### src/rtl/wfg_pkg.sv
// Shared definitions for the waveform generator and its sequencer:
// function-select width, function codes and sequencer state encoding.
package wfg_pkg;

   localparam int FUNC_W = 3;

   // Function codes understood by the WFG's func select input.
   typedef enum logic [FUNC_W-1:0] {
      WFG_FN_OFF      = 3'd0,
      WFG_FN_SINE     = 3'd1,
      WFG_FN_SQUARE   = 3'd2,
      WFG_FN_TRIANGLE = 3'd3,
      WFG_FN_SAW_UP   = 3'd4,
      WFG_FN_SAW_DN   = 3'd5,
      WFG_FN_NOISE    = 3'd6,
      WFG_FN_DC       = 3'd7
   } wfg_func_e;

   typedef enum logic [1:0] {
      ST_IDLE = 2'd0,
      ST_LOAD = 2'd1,
      ST_RUN  = 2'd2,
      ST_DONE = 2'd3
   } seq_state_e;

endpackage

### src/rtl/wfg_sequencer_if.sv
// Control/status bundle between the lab control logic (master) and the
// WFG sequencer (slave): program write port, playback control, WFG drive.
interface wfg_sequencer_if #(
   parameter int IDX_W  = 3,
   parameter int DUR_W  = 16,
   parameter int FUNC_W = 3
);

   logic              wr_en;
   logic [IDX_W-1:0]  wr_addr;
   logic [FUNC_W-1:0] wr_func;
   logic [DUR_W-1:0]  wr_dur;
   logic [IDX_W-1:0]  last_idx;
   logic              loop;
   logic              start;
   logic              stop;

   logic [FUNC_W-1:0] func;
   logic              wfg_rst;
   logic              busy;
   logic              done;
   logic [IDX_W-1:0]  seg_idx;

   modport master (
      output wr_en, wr_addr, wr_func, wr_dur, last_idx, loop, start, stop,
      input  func, wfg_rst, busy, done, seg_idx
   );

   modport slave (
      input  wr_en, wr_addr, wr_func, wr_dur, last_idx, loop, start, stop,
      output func, wfg_rst, busy, done, seg_idx
   );

endinterface

### src/rtl/wfg_seg_mem.sv
// Segment program register file: DEPTH entries of {func, dur}, synchronous
// write, asynchronous read, cleared to all-zero on reset.
module wfg_seg_mem
   import wfg_pkg::*;
#(
   parameter int DEPTH  = 8,
   parameter int IDX_W  = 3,
   parameter int DUR_W  = 16,
   parameter int FUNC_W = wfg_pkg::FUNC_W
) (
   input  logic              clk,
   input  logic              rst,
   input  logic              wr_en,
   input  logic [IDX_W-1:0]  wr_addr,
   input  logic [FUNC_W-1:0] wr_func,
   input  logic [DUR_W-1:0]  wr_dur,
   input  logic [IDX_W-1:0]  rd_addr,
   output logic [FUNC_W-1:0] rd_func,
   output logic [DUR_W-1:0]  rd_dur
);

   logic [FUNC_W-1:0] func_q [DEPTH];
   logic [FUNC_W-1:0] func_d [DEPTH];
   logic [DUR_W-1:0]  dur_q  [DEPTH];
   logic [DUR_W-1:0]  dur_d  [DEPTH];

   always_comb begin
      func_d = func_q;
      dur_d  = dur_q;
      if (wr_en) begin
         func_d[wr_addr] = wr_func;
         dur_d[wr_addr]  = wr_dur;
      end
   end

   always_ff @(posedge clk) begin
      if (rst) begin
         for (int i = 0; i < DEPTH; i++) begin
            func_q[i] <= '0;
            dur_q[i]  <= '0;
         end
      end else begin
         func_q <= func_d;
         dur_q  <= dur_d;
      end
   end

   assign rd_func = func_q[rd_addr];
   assign rd_dur  = dur_q[rd_addr];

endmodule

### src/rtl/wfg_sequencer.sv
// Plays a stored program of {func, dur} segments into the WFG, pulsing the
// WFG reset for one cycle between segments so every segment starts in phase.
//
// state   | meaning
// --------+-------------------------------------------------------------
// ST_IDLE | WFG held in reset, program writable, waiting for start
// ST_LOAD | func driven for seg_idx, WFG reset, duration counter loaded
// ST_RUN  | WFG running, counter counts down to terminal count 1
// ST_DONE | one-cycle done pulse after the last segment, WFG in reset
module wfg_sequencer
   import wfg_pkg::*;
#(
   parameter int DEPTH  = 8,
   parameter int IDX_W  = 3,
   parameter int DUR_W  = 16,
   parameter int FUNC_W = wfg_pkg::FUNC_W
) (
   input logic            clk,
   input logic            rst,
   wfg_sequencer_if.slave sq
);

   seq_state_e        state_q, state_d;
   logic [IDX_W-1:0]  seg_idx_q, seg_idx_d;
   logic [IDX_W-1:0]  last_q, last_d;
   logic              loop_q, loop_d;
   logic [DUR_W-1:0]  cnt_q, cnt_d;
   logic [FUNC_W-1:0] func_q, func_d;
   logic              wfg_rst_q, wfg_rst_d;
   logic              busy_q, busy_d;
   logic              done_q, done_d;

   logic [FUNC_W-1:0] rd_func;
   logic [DUR_W-1:0]  rd_dur;
   logic              cnt_tc;

   // The program is frozen while busy so a replay always sees what was started.
   wfg_seg_mem #(
      .DEPTH  (DEPTH),
      .IDX_W  (IDX_W),
      .DUR_W  (DUR_W),
      .FUNC_W (FUNC_W)
   ) u_seg_mem (
      .clk     (clk),
      .rst     (rst),
      .wr_en   (sq.wr_en & ~busy_q),
      .wr_addr (sq.wr_addr),
      .wr_func (sq.wr_func),
      .wr_dur  (sq.wr_dur),
      .rd_addr (seg_idx_d),
      .rd_func (rd_func),
      .rd_dur  (rd_dur)
   );

   assign cnt_tc = (cnt_q == DUR_W'(1));

   always_comb begin
      state_d   = state_q;
      seg_idx_d = seg_idx_q;
      last_d    = last_q;
      loop_d    = loop_q;
      if (sq.stop) begin
         state_d = ST_IDLE;
      end else begin
         case (state_q)
            ST_IDLE: begin
               if (sq.start) begin
                  state_d   = ST_LOAD;
                  seg_idx_d = '0;
                  last_d    = sq.last_idx;
                  loop_d    = sq.loop;
               end
            end
            ST_LOAD: state_d = ST_RUN;
            ST_RUN: begin
               if (cnt_tc) begin
                  if (seg_idx_q != last_q) begin
                     seg_idx_d = seg_idx_q + IDX_W'(1);
                     state_d   = ST_LOAD;
                  end else if (loop_q) begin
                     seg_idx_d = '0;
                     state_d   = ST_LOAD;
                  end else begin
                     state_d = ST_DONE;
                  end
               end
            end
            ST_DONE: state_d = ST_IDLE;
            default: state_d = ST_IDLE;
         endcase
      end
   end

   // Outputs are decoded from the next state so they register alongside it.
   // The memory read address is seg_idx_d, so rd_* already holds the entry
   // being entered (LOAD entry) or the one being loaded (in LOAD).
   always_comb begin
      func_d    = func_q;
      cnt_d     = cnt_q;
      wfg_rst_d = (state_d != ST_RUN);
      busy_d    = (state_d == ST_LOAD) || (state_d == ST_RUN);
      done_d    = (state_d == ST_DONE);
      if (state_d == ST_LOAD) begin
         func_d = rd_func;
      end
      if (state_q == ST_LOAD) begin
         cnt_d = (rd_dur == '0) ? DUR_W'(1) : rd_dur;
      end else if (state_q == ST_RUN) begin
         cnt_d = cnt_q - DUR_W'(1);
      end
   end

   always_ff @(posedge clk) begin
      if (rst) begin
         state_q   <= ST_IDLE;
         seg_idx_q <= '0;
         last_q    <= '0;
         loop_q    <= 1'b0;
         cnt_q     <= '0;
         func_q    <= '0;
         wfg_rst_q <= 1'b1;
         busy_q    <= 1'b0;
         done_q    <= 1'b0;
      end else begin
         state_q   <= state_d;
         seg_idx_q <= seg_idx_d;
         last_q    <= last_d;
         loop_q    <= loop_d;
         cnt_q     <= cnt_d;
         func_q    <= func_d;
         wfg_rst_q <= wfg_rst_d;
         busy_q    <= busy_d;
         done_q    <= done_d;
      end
   end

   assign sq.func    = func_q;
   assign sq.wfg_rst = wfg_rst_q;
   assign sq.busy    = busy_q;
   assign sq.done    = done_q;
   assign sq.seg_idx = seg_idx_q;

endmodule

### src/flat_wrapper.sv
// flat-port wrapper written by rule: the top's interface ports become plain ports
module wfg_sequencer_flat import wfg_pkg::*;
#(
   parameter int DEPTH  = 8,
   parameter int IDX_W  = 3,
   parameter int DUR_W  = 16,
   parameter int FUNC_W = wfg_pkg::FUNC_W
)
  (clk, rst, sq_wr_en, sq_wr_addr, sq_wr_func, sq_wr_dur, sq_last_idx, sq_loop, sq_start, sq_stop, sq_func, sq_wfg_rst, sq_busy, sq_done, sq_seg_idx);
  wfg_sequencer_if #(.IDX_W(IDX_W), .DUR_W(DUR_W), .FUNC_W(FUNC_W)) sq_i ();
  input logic clk;
  input logic rst;
  input wire logic [$bits(sq_i.wr_en)-1:0] sq_wr_en;
  input wire logic [$bits(sq_i.wr_addr)-1:0] sq_wr_addr;
  input wire logic [$bits(sq_i.wr_func)-1:0] sq_wr_func;
  input wire logic [$bits(sq_i.wr_dur)-1:0] sq_wr_dur;
  input wire logic [$bits(sq_i.last_idx)-1:0] sq_last_idx;
  input wire logic [$bits(sq_i.loop)-1:0] sq_loop;
  input wire logic [$bits(sq_i.start)-1:0] sq_start;
  input wire logic [$bits(sq_i.stop)-1:0] sq_stop;
  output wire logic [$bits(sq_i.func)-1:0] sq_func;
  output wire logic [$bits(sq_i.wfg_rst)-1:0] sq_wfg_rst;
  output wire logic [$bits(sq_i.busy)-1:0] sq_busy;
  output wire logic [$bits(sq_i.done)-1:0] sq_done;
  output wire logic [$bits(sq_i.seg_idx)-1:0] sq_seg_idx;
  assign sq_i.wr_en = sq_wr_en;
  assign sq_i.wr_addr = sq_wr_addr;
  assign sq_i.wr_func = sq_wr_func;
  assign sq_i.wr_dur = sq_wr_dur;
  assign sq_i.last_idx = sq_last_idx;
  assign sq_i.loop = sq_loop;
  assign sq_i.start = sq_start;
  assign sq_i.stop = sq_stop;
  assign sq_func = sq_i.func;
  assign sq_wfg_rst = sq_i.wfg_rst;
  assign sq_busy = sq_i.busy;
  assign sq_done = sq_i.done;
  assign sq_seg_idx = sq_i.seg_idx;
  wfg_sequencer #(.DEPTH(DEPTH), .IDX_W(IDX_W), .DUR_W(DUR_W), .FUNC_W(FUNC_W)) u_core (.clk(clk), .rst(rst), .sq(sq_i));
endmodule
### config.mk
export PLATFORM = sky130hd
export DESIGN_NAME = wfg_sequencer_flat
export DESIGN_NICKNAME = d
export VERILOG_FILES = /design/src/rtl/wfg_pkg.sv /design/src/rtl/wfg_sequencer_if.sv /design/src/rtl/wfg_seg_mem.sv /design/src/rtl/wfg_sequencer.sv /design/src/flat_wrapper.sv
export SDC_FILE = /design/constraint.sdc
export NUM_CORES = 1
export LEC_CHECK = 0
export BUFFER_PORTS_ARGS = -buffer_cell sky130_fd_sc_hd__buf_2
export CORE_UTILIZATION = 35
export CTS_BUF_LIST = sky130_fd_sc_hd__clkbuf_4
export DETAILED_ROUTE_END_ITERATION = 10
export PLACE_DENSITY = 0.51
export SETUP_SLACK_MARGIN = 0.05
export SLEW_MARGIN = 10
export SYNTH_ARGS = -nofsm -noshare
export SYNTH_HDL_FRONTEND = slang
export SYNTH_SLANG_ARGS = --single-unit
### constraint.sdc
create_clock -name clk -period 2.7 [get_ports clk]
set_input_delay 0.54 -clock clk [delete_from_list [all_inputs] [get_ports clk]]
set_output_delay 0.54 -clock clk [all_outputs]
set_load 0.03 [all_outputs]
# == Yosys cells after proc, flatten, opt, wreduce, memory -nomap -nowiden ==
# Cells that the tools add are included.
# classes
n_addsub,2
n_lt_le_gt_ge,3
eq_ne,9
n_mux,27
n_bitwise,5
n_reduce_logical,6
# op_table
cell,count
bitwise mux 128 bit,1
2-to-1 mux 16 bit,6
binary-select mux 16 bit (select 3 bit),1
demux 16 bit (select 3 bit),1
bitwise mux 24 bit,1
2-to-1 mux 3 bit,8
equality test 16 x 1 -> 1 bit (second input constant),1
zero test 16 bit,1
subtractor 16 x 1 -> 16 bit (second input constant),1
2-to-1 mux 2 bit,5
binary-select mux 3 bit (select 3 bit),1
demux 3 bit (select 3 bit),1
equality test 2 bit (second input constant),4
>= comparator 4 bit (second input constant),2
inverter 3 -> 4 bit,2
case mux 2 bit (4 select lines),1
case mux 3 bit (2 select lines),1
equality test 2 x 1 -> 1 bit (second input constant),2
less-than comparator 4 x 1 -> 1 bit (second input constant),1
adder 3 x 1 -> 3 bit (second input constant),1
inequality test 3 bit,1
AND reduction 3 bit,1
zero test 2 bit,1
inequality test 2 bit (second input constant),1
other kinds (5),6
# word_totals
reg_bits,183
input_bits,31
out_inout_bits,9
wordCells,77

# == Logic depth before layout (Yosys ltp) ==
# logic_depth
depth_word,12
mapped_depth,16
ltp_nobuf,12

# == Cells and area by module ==
# A second synthesis with hierarchy kept.
# unflattened
cells_unflattened,986
hier_area_um2,8604.5
# by_module_without_submodules
module,n_inst,cells_per_inst,area_per_inst_um2,seq_area_each_um2
wfg_seg_mem,1,758,6747.7,3042.9
wfg_sequencer,1,228,1856.8,620.6

# == Worst setup path before layout ==
# OpenSTA, ideal clock, no wires.
# synth_path
kind,reg2reg
startpoint,register u_core.state_q[0]
endpoint,register u_core.cnt_q[0]
setup_time_ps,77
arrival_time_ps,2879
required_ps,2623
slack_ps,-256
path_stages_with_launch,15
n_path_buf,2
period_less_slack_ps,2956
path_cell_list,dfxtp_1 -> inv_1 -> ha_1 -> nor2b_1 -> a211o_1 -> o31ai_1 -> and2_1 -> buf_6 -> buf_6 -> mux2i_1 -> mux2i_1 -> or4_1 -> mux2i_1 -> nand4_1 -> a41oi_2
# synth_via
elab_chain_len,10
word_cells_on_any_way,13
cone_classes,eq/ne (2); mux (7); bitwise (1); reduce/logical (3)
# synth_lines
element,line,text
from (decl),wfg_sequencer.sv:23,"seq_state_e state_q, state_d;"
from (signal assigned),wfg_sequencer.sv:125,state_q <= state_d;
equality test 2 bit or zero test 2 bit (tied branches),"wfg_sequencer.sv:65, wfg_sequencer.sv:108",
case mux 3 bit (2 select lines),wfg_sequencer.sv:65,case (state_q)
2-to-1 mux 3 bit,wfg_sequencer.sv:62,if (sq.stop) begin
inverter 3 -> 4 bit (implied by the code),wfg_seg_mem.sv:49,assign rd_dur = dur_q[rd_addr];
binary-select mux 16 bit (select 3 bit),wfg_seg_mem.sv:49,
2-to-1 mux 16 bit (implied by the code) (2 in a row),wfg_seg_mem.sv:49,
zero test 16 bit,wfg_sequencer.sv:107,cnt_d = (rd_dur == '0) ? DUR_W'(1) : rd_dur;
2-to-1 mux 16 bit,wfg_sequencer.sv:107,
2-to-1 mux 16 bit,wfg_sequencer.sv:106,if (state_q == ST_LOAD) begin
to (signal assigned),wfg_sequencer.sv:129,cnt_q <= cnt_d;
to (decl),wfg_sequencer.sv:27,"logic [DUR_W-1:0] cnt_q, cnt_d;"
# Several ways; a longest one is shown, not always the timed one. The select of a mux whose other input is x is not followed.
# A chain may end at the register's enable or synchronous reset.

# == Worst setup path in the final report ==
# layout_path
startpoint,register u_core.cnt_q[1]
endpoint,register u_core.cnt_q[0]
# layout_via
elab_chain_len,11
# layout_lines
element,line,text
equality test 16 x 1 -> 1 bit (*),wfg_sequencer.sv:55,assign cnt_tc = (cnt_q == DUR_W'(1));
2-to-1 mux 3 bit (*),wfg_sequencer.sv:76,if (cnt_tc) begin
case mux 3 bit (2 select lines) (*),wfg_sequencer.sv:65,
2-to-1 mux 3 bit (*),wfg_sequencer.sv:62,
inverter 3 -> 4 bit (implied by the code) (*),wfg_seg_mem.sv:49,
binary-select mux 16 bit (select 3 bit) (*),wfg_seg_mem.sv:49,
2-to-1 mux 16 bit (implied by the code) (*) (2 in a row),wfg_seg_mem.sv:49,
zero test 16 bit,wfg_sequencer.sv:107,
2-to-1 mux 16 bit (*),wfg_sequencer.sv:107,
2-to-1 mux 16 bit (*),wfg_sequencer.sv:106,
# Mark *: on every way between the ends. The rest lies on a longest branch, timed or not. The select of a mux whose other input is x is not followed.

==> results_tabular.tex <==
\begin{tabular}{lr}
\hline
Metric & Value \\
\hline
\multicolumn{2}{l}{\textbf{Pwr}} \\
Internal power summed over all cells & 3540 uW \\
Power density cells & 470 nW/um\^{}2 \\
Switching power total & 1680 uW \\
Logic pwr share & 0.147 \\
Share of power burned in the clock network & 0.309 \\
P\_leak & 0.00419 uW \\
Power share of the sequential group & 0.544 \\
Pwr Total & 5210 uW \\
Switching Fraction & 0.321 \\
VDD IR-drop max & 0.224 mV \\
\multicolumn{2}{l}{\textbf{Place}} \\
Post-DP HPWL & 18.5 mm \\
Count of port buffers added during placement & 39 \\
Area after detailed placement & 10000 um\^{}2 \\
Placer congestion estimate & 0.819 \\
\multicolumn{2}{l}{\textbf{Floorplan}} \\
Horizontal extent of the die & 160 um \\
Core region area & 24500 um\^{}2 \\
Num ports & 40 \\
Die H & 160 um \\
Initial Utilization & 0.359 \\
Area enclosed by the die boundary & 25700 um\^{}2 \\
Row count & 57 \\
\multicolumn{2}{l}{\textbf{Timing}} \\
Final setup violation count & 17 \\
Number of pins with negative max-slew slack in the final report & 0 \\
Summed negative setup slack over all endpoints & -3.09 ns \\
Fmax achieved & 310 MHz \\
Final worst clock skew & 0.0343 ns \\
Final hold violation count & 0 \\
Time the worst path needs with I/O delays and setup & 3.22 ns \\
Final setup slack of the worst path & -0.521 ns \\
Final clock period utilization by the worst path & 1.19 \\
Worst Tran Pin Value & 0.721 ns \\
Unrepaired setup endpoints after global routing & true \\
Relative slew margins & 0.519 \\
\multicolumn{2}{l}{\textbf{Layout}} \\
Final cell utilization of the core & 0.453 \\
Final non-filler cell area & 11100 um\^{}2 \\
Number of fillers in the final layout & 2485 \\
P\&R area growth vs syn & 26.2\% \\
Most common library cell in the layout ignoring fill and taps & sky130\_fd\_sc\_hd\_\_nand2\_1 \\
Share of layout cells above drive strength 1 & 0.252 \\
Post-layout net count & 1310 \\
Most used cells in the layout excluding fill and tap cells & sky130\_fd\_sc\_hd\_\_nand2\_1 (367), sky130\_fd\_sc\_hd\_\_dfxtp\_1 (176), sky130\_fd\_sc\_hd\_\_a21oi\_1 (161) \\
Multi-input combinational cell area & 5050 um\^{}2 \\
Combined flip-flop and latch cell area & 3670 um\^{}2 \\
\multicolumn{2}{l}{\textbf{Setup path}} \\
Slowest stage cell on the critical path & sky130\_fd\_sc\_hd\_\_or4\_1 \\
Cell Chain, Critical Path & inv\_2, ha\_4, nor4b\_4, a41oi\_2, o31ai\_4, and2\_4, clkbuf\_16, mux2i\_1, mux2i\_4, or4\_1, mux2i\_1, nand4\_1, a41oi\_2 \\
Startpoint class of the critical path & flop \\
Number of buffers and inverters on the critical path & 2 \\
Setup Crit Path Kind & flop to flop \\
Endpoint kind of the worst setup timing path & flop \\
CP Max Fanout & 6 \\
Gate family responsible for the most delay along the worst path & simple AND/OR/NAND/NOR gates \\
Slowest stage delay, CP & 0.46 ns \\
Critical Path AT & 3.75 ns \\
Required time at the worst-slack endpoint & 3.23 ns \\
\multicolumn{2}{l}{\textbf{Detailed routing}} \\
Post-detailed-routing wire length & 29.1 mm \\
Post-DR vias/cell & 5.17 \\
DRC violation total after the first TritonRoute iteration & 668 \\
First-pass iteration count of the detailed router & 8 \\
Post-detailed-route DRC marker count & 0 \\
Post-detailed-route wirelength per cell & 18.1 um \\
Detailed-route via count & 8315 \\
Remaining antenna violation count after routing & 0 \\
\multicolumn{2}{l}{\textbf{CTS}} \\
Maximum count of clock buffers along a single path & 2 \\
Number of H-tree levels & 4 \\
Hold buffer count at CTS & 0 \\
TritonCTS clock tree & done \\
Root buffer cell & sky130\_fd\_sc\_hd\_\_clkbuf\_4 \\
Post-CTS clock slew at the launch and capture registers of the worst setup and hold paths & 0.17 ns \\
Latest clock arrival within the worst-skew pair & 0.62 ns \\
Clock Sink Count & 183 \\
Clock buffers created by TritonCTS & 17 \\
\multicolumn{2}{l}{\textbf{Synth}} \\
Sequential fraction of the synthesis area & 0.417 \\
Number of synthesized register bits & 183 \\
Count of cell types in the netlist & 59 \\
Cell count after synthesis & 1147 \\
Synth warnings & 0 \\
Count of flip-flops with a built-in enable after synthesis & 0 \\
Mean post-synth cell area & 7.66 um\^{}2 \\
Ys flop type & sky130\_fd\_sc\_hd\_\_dfxtp\_1 \\
Library cell occupying the most area in the post-synthesis netlist & sky130\_fd\_sc\_hd\_\_dfxtp\_1 \\
Number of nets produced by synthesis & 1187 \\
Area share of the largest cell type after synthesis & 0.417 \\
Share of flip-flops with an asynchronous set or reset & 0 \\
Leading cell types by total area after synthesis & sky130\_fd\_sc\_hd\_\_dfxtp\_1 (42\%), sky130\_fd\_sc\_hd\_\_nand2\_1 (16\%), sky130\_fd\_sc\_hd\_\_a21oi\_1 (9.3\%), sky130\_fd\_sc\_hd\_\_mux2i\_1 (7.4\%), sky130\_fd\_sc\_hd\_\_clkbuf\_1 (2.4\%) \\
Total standard cell area after synthesis & 8780 um\^{}2 \\
\multicolumn{2}{l}{\textbf{Global route}} \\
Overflow left after global routing & 0 \\
Initial antenna violation count & 1 \\
Via count of the first global-routing pass & 7942 \\
Overall track demand over capacity in global routing & 0.229 \\
Largest net degree at the start of global routing & 86 \\
Global-route wire length before repair & 45.4 mm \\
\multicolumn{2}{l}{\textbf{Outcome}} \\
Violations in the final reports & setup timing \\
Status & complete, but fails checks \\
\multicolumn{2}{l}{\textbf{Flow run}} \\
Count of max-cap constraint violations & 0 \\
\multicolumn{2}{l}{\textbf{Min path}} \\
HP Class & primary input to flop \\
\hline
\end{tabular}
## power by group through the flow
stage	Sequential [uW]	Combinational, uW	Clock (uW)
5_1_grt	2840	845	1770
4_1_cts	2830	720	1650
3_5_place_dp	2890	708	0
3_3_place_gp	2890	703	0
6_report	2830	768	1610
2_1_floorplan	2890	436	0
## stage by stage
stage               cells  hold WS [ns]  setup WS, ns
floorplan            1147         0.433        -0.149
global placement     1546         0.441        -0.612
detailed placement   1546         0.446        -0.633
CTS                  1591         0.130        -0.491
global route         1608         0.143        -0.644
finish               1608         0.171        -0.521
## timing repair
action / 4_1_cts / 5_1_grt
endpoints found under the setup margin: 18 / 22
gates cloned: 1 / 2
gates resized for setup: 51 / 59
pin swaps: 19 / 33
buffers inserted: 12 / 14
## cell usage after synthesis, drive strengths merged (4+ instances only)
master	count
a21oi	164
a221oi	6
a22o	4
a22oi	8
a311oi	6
a31oi	7
and3	8
buf	35
clkbuf	57
dfxtp	183
ha	9
inv	14
mux2	11
mux2i	65
nand2	372
nand2b	5
nand3	31
nand3b	6
nor2	47
nor3	23
nor4	7
o21ai	23
o22ai	4
o311ai	4
or3	5
## flip-flops by register name, indices dropped and copies added, names as in the netlist
register                 cells
u_core.cnt_q                16
u_core.loop_q                1
u_core.sq.seg_idx            3
u_core.u_seg_mem.dur_q     128
u_core.sq.done               1
u_core.sq.func               3
u_core.sq.busy               1
u_core.u_seg_mem.func_q     24
u_core.state_q               2
u_core.last_q                3
u_core.sq.wfg_rst            1
## kinds of logic after synthesis
group                    after synthesis  synth area share
flip-flops                           183             0.417
multiplexers                          78            0.0933
buffers and inverters                106            0.0590
adder cells (fa/ha/maj)                9            0.0128
AO/OA/AOI/OAI                        243             0.159
AND/OR/NAND/NOR                      525             0.256
XOR/XNOR                               3           0.00299
## routing by layer
| metal | wire length, um | global-route usage |
|---|---|---|
| met5 | 0 | 0 |
| met4 | 256 | 0.0498 |
| met3 | 1360 | 0.0320 |
| met2 | 13700 | 0.375 |
| met1 | 13900 | 0.319 |
## worst min-delay path, stage by stage
cell and delay (ns):
sky130_fd_sc_hd__buf_2 0.08, sky130_fd_sc_hd__mux2i_1 0.06, sky130_fd_sc_hd__nor2_1 0.07
## final timing paths
path / startpoint / slack, ns / cells after the start / end
max reg2reg: u_core.cnt_q[1]$_SDFFE_PP0P_ / -0.52 / 13 / u_core.cnt_q[0]$_SDFFE_PP0P_
min: sq_last_idx[0] / 0.17 / 3 / u_core.last_q[0]$_SDFFE_PP0P_
max: u_core.cnt_q[1]$_SDFFE_PP0P_ / -0.52 / 13 / u_core.cnt_q[0]$_SDFFE_PP0P_
min reg2reg: u_core.u_seg_mem.func_q[16]$_SDFFE_PP0P_ / 0.47 / 2 / u_core.u_seg_mem.func_q[16]$_SDFFE_PP0P_
## area by class of cell
cell class,instances,share of cell area
clock buffer,17,0.0115
antenna,1,0.000226
sequential,183,0.331
inverter,14,0.00474
multi-input combinational,858,0.455
timing repair buffer,196,0.144
clock inverter,15,0.0161
tap,324,0.0366
Power figures use the tool's default switching activity.
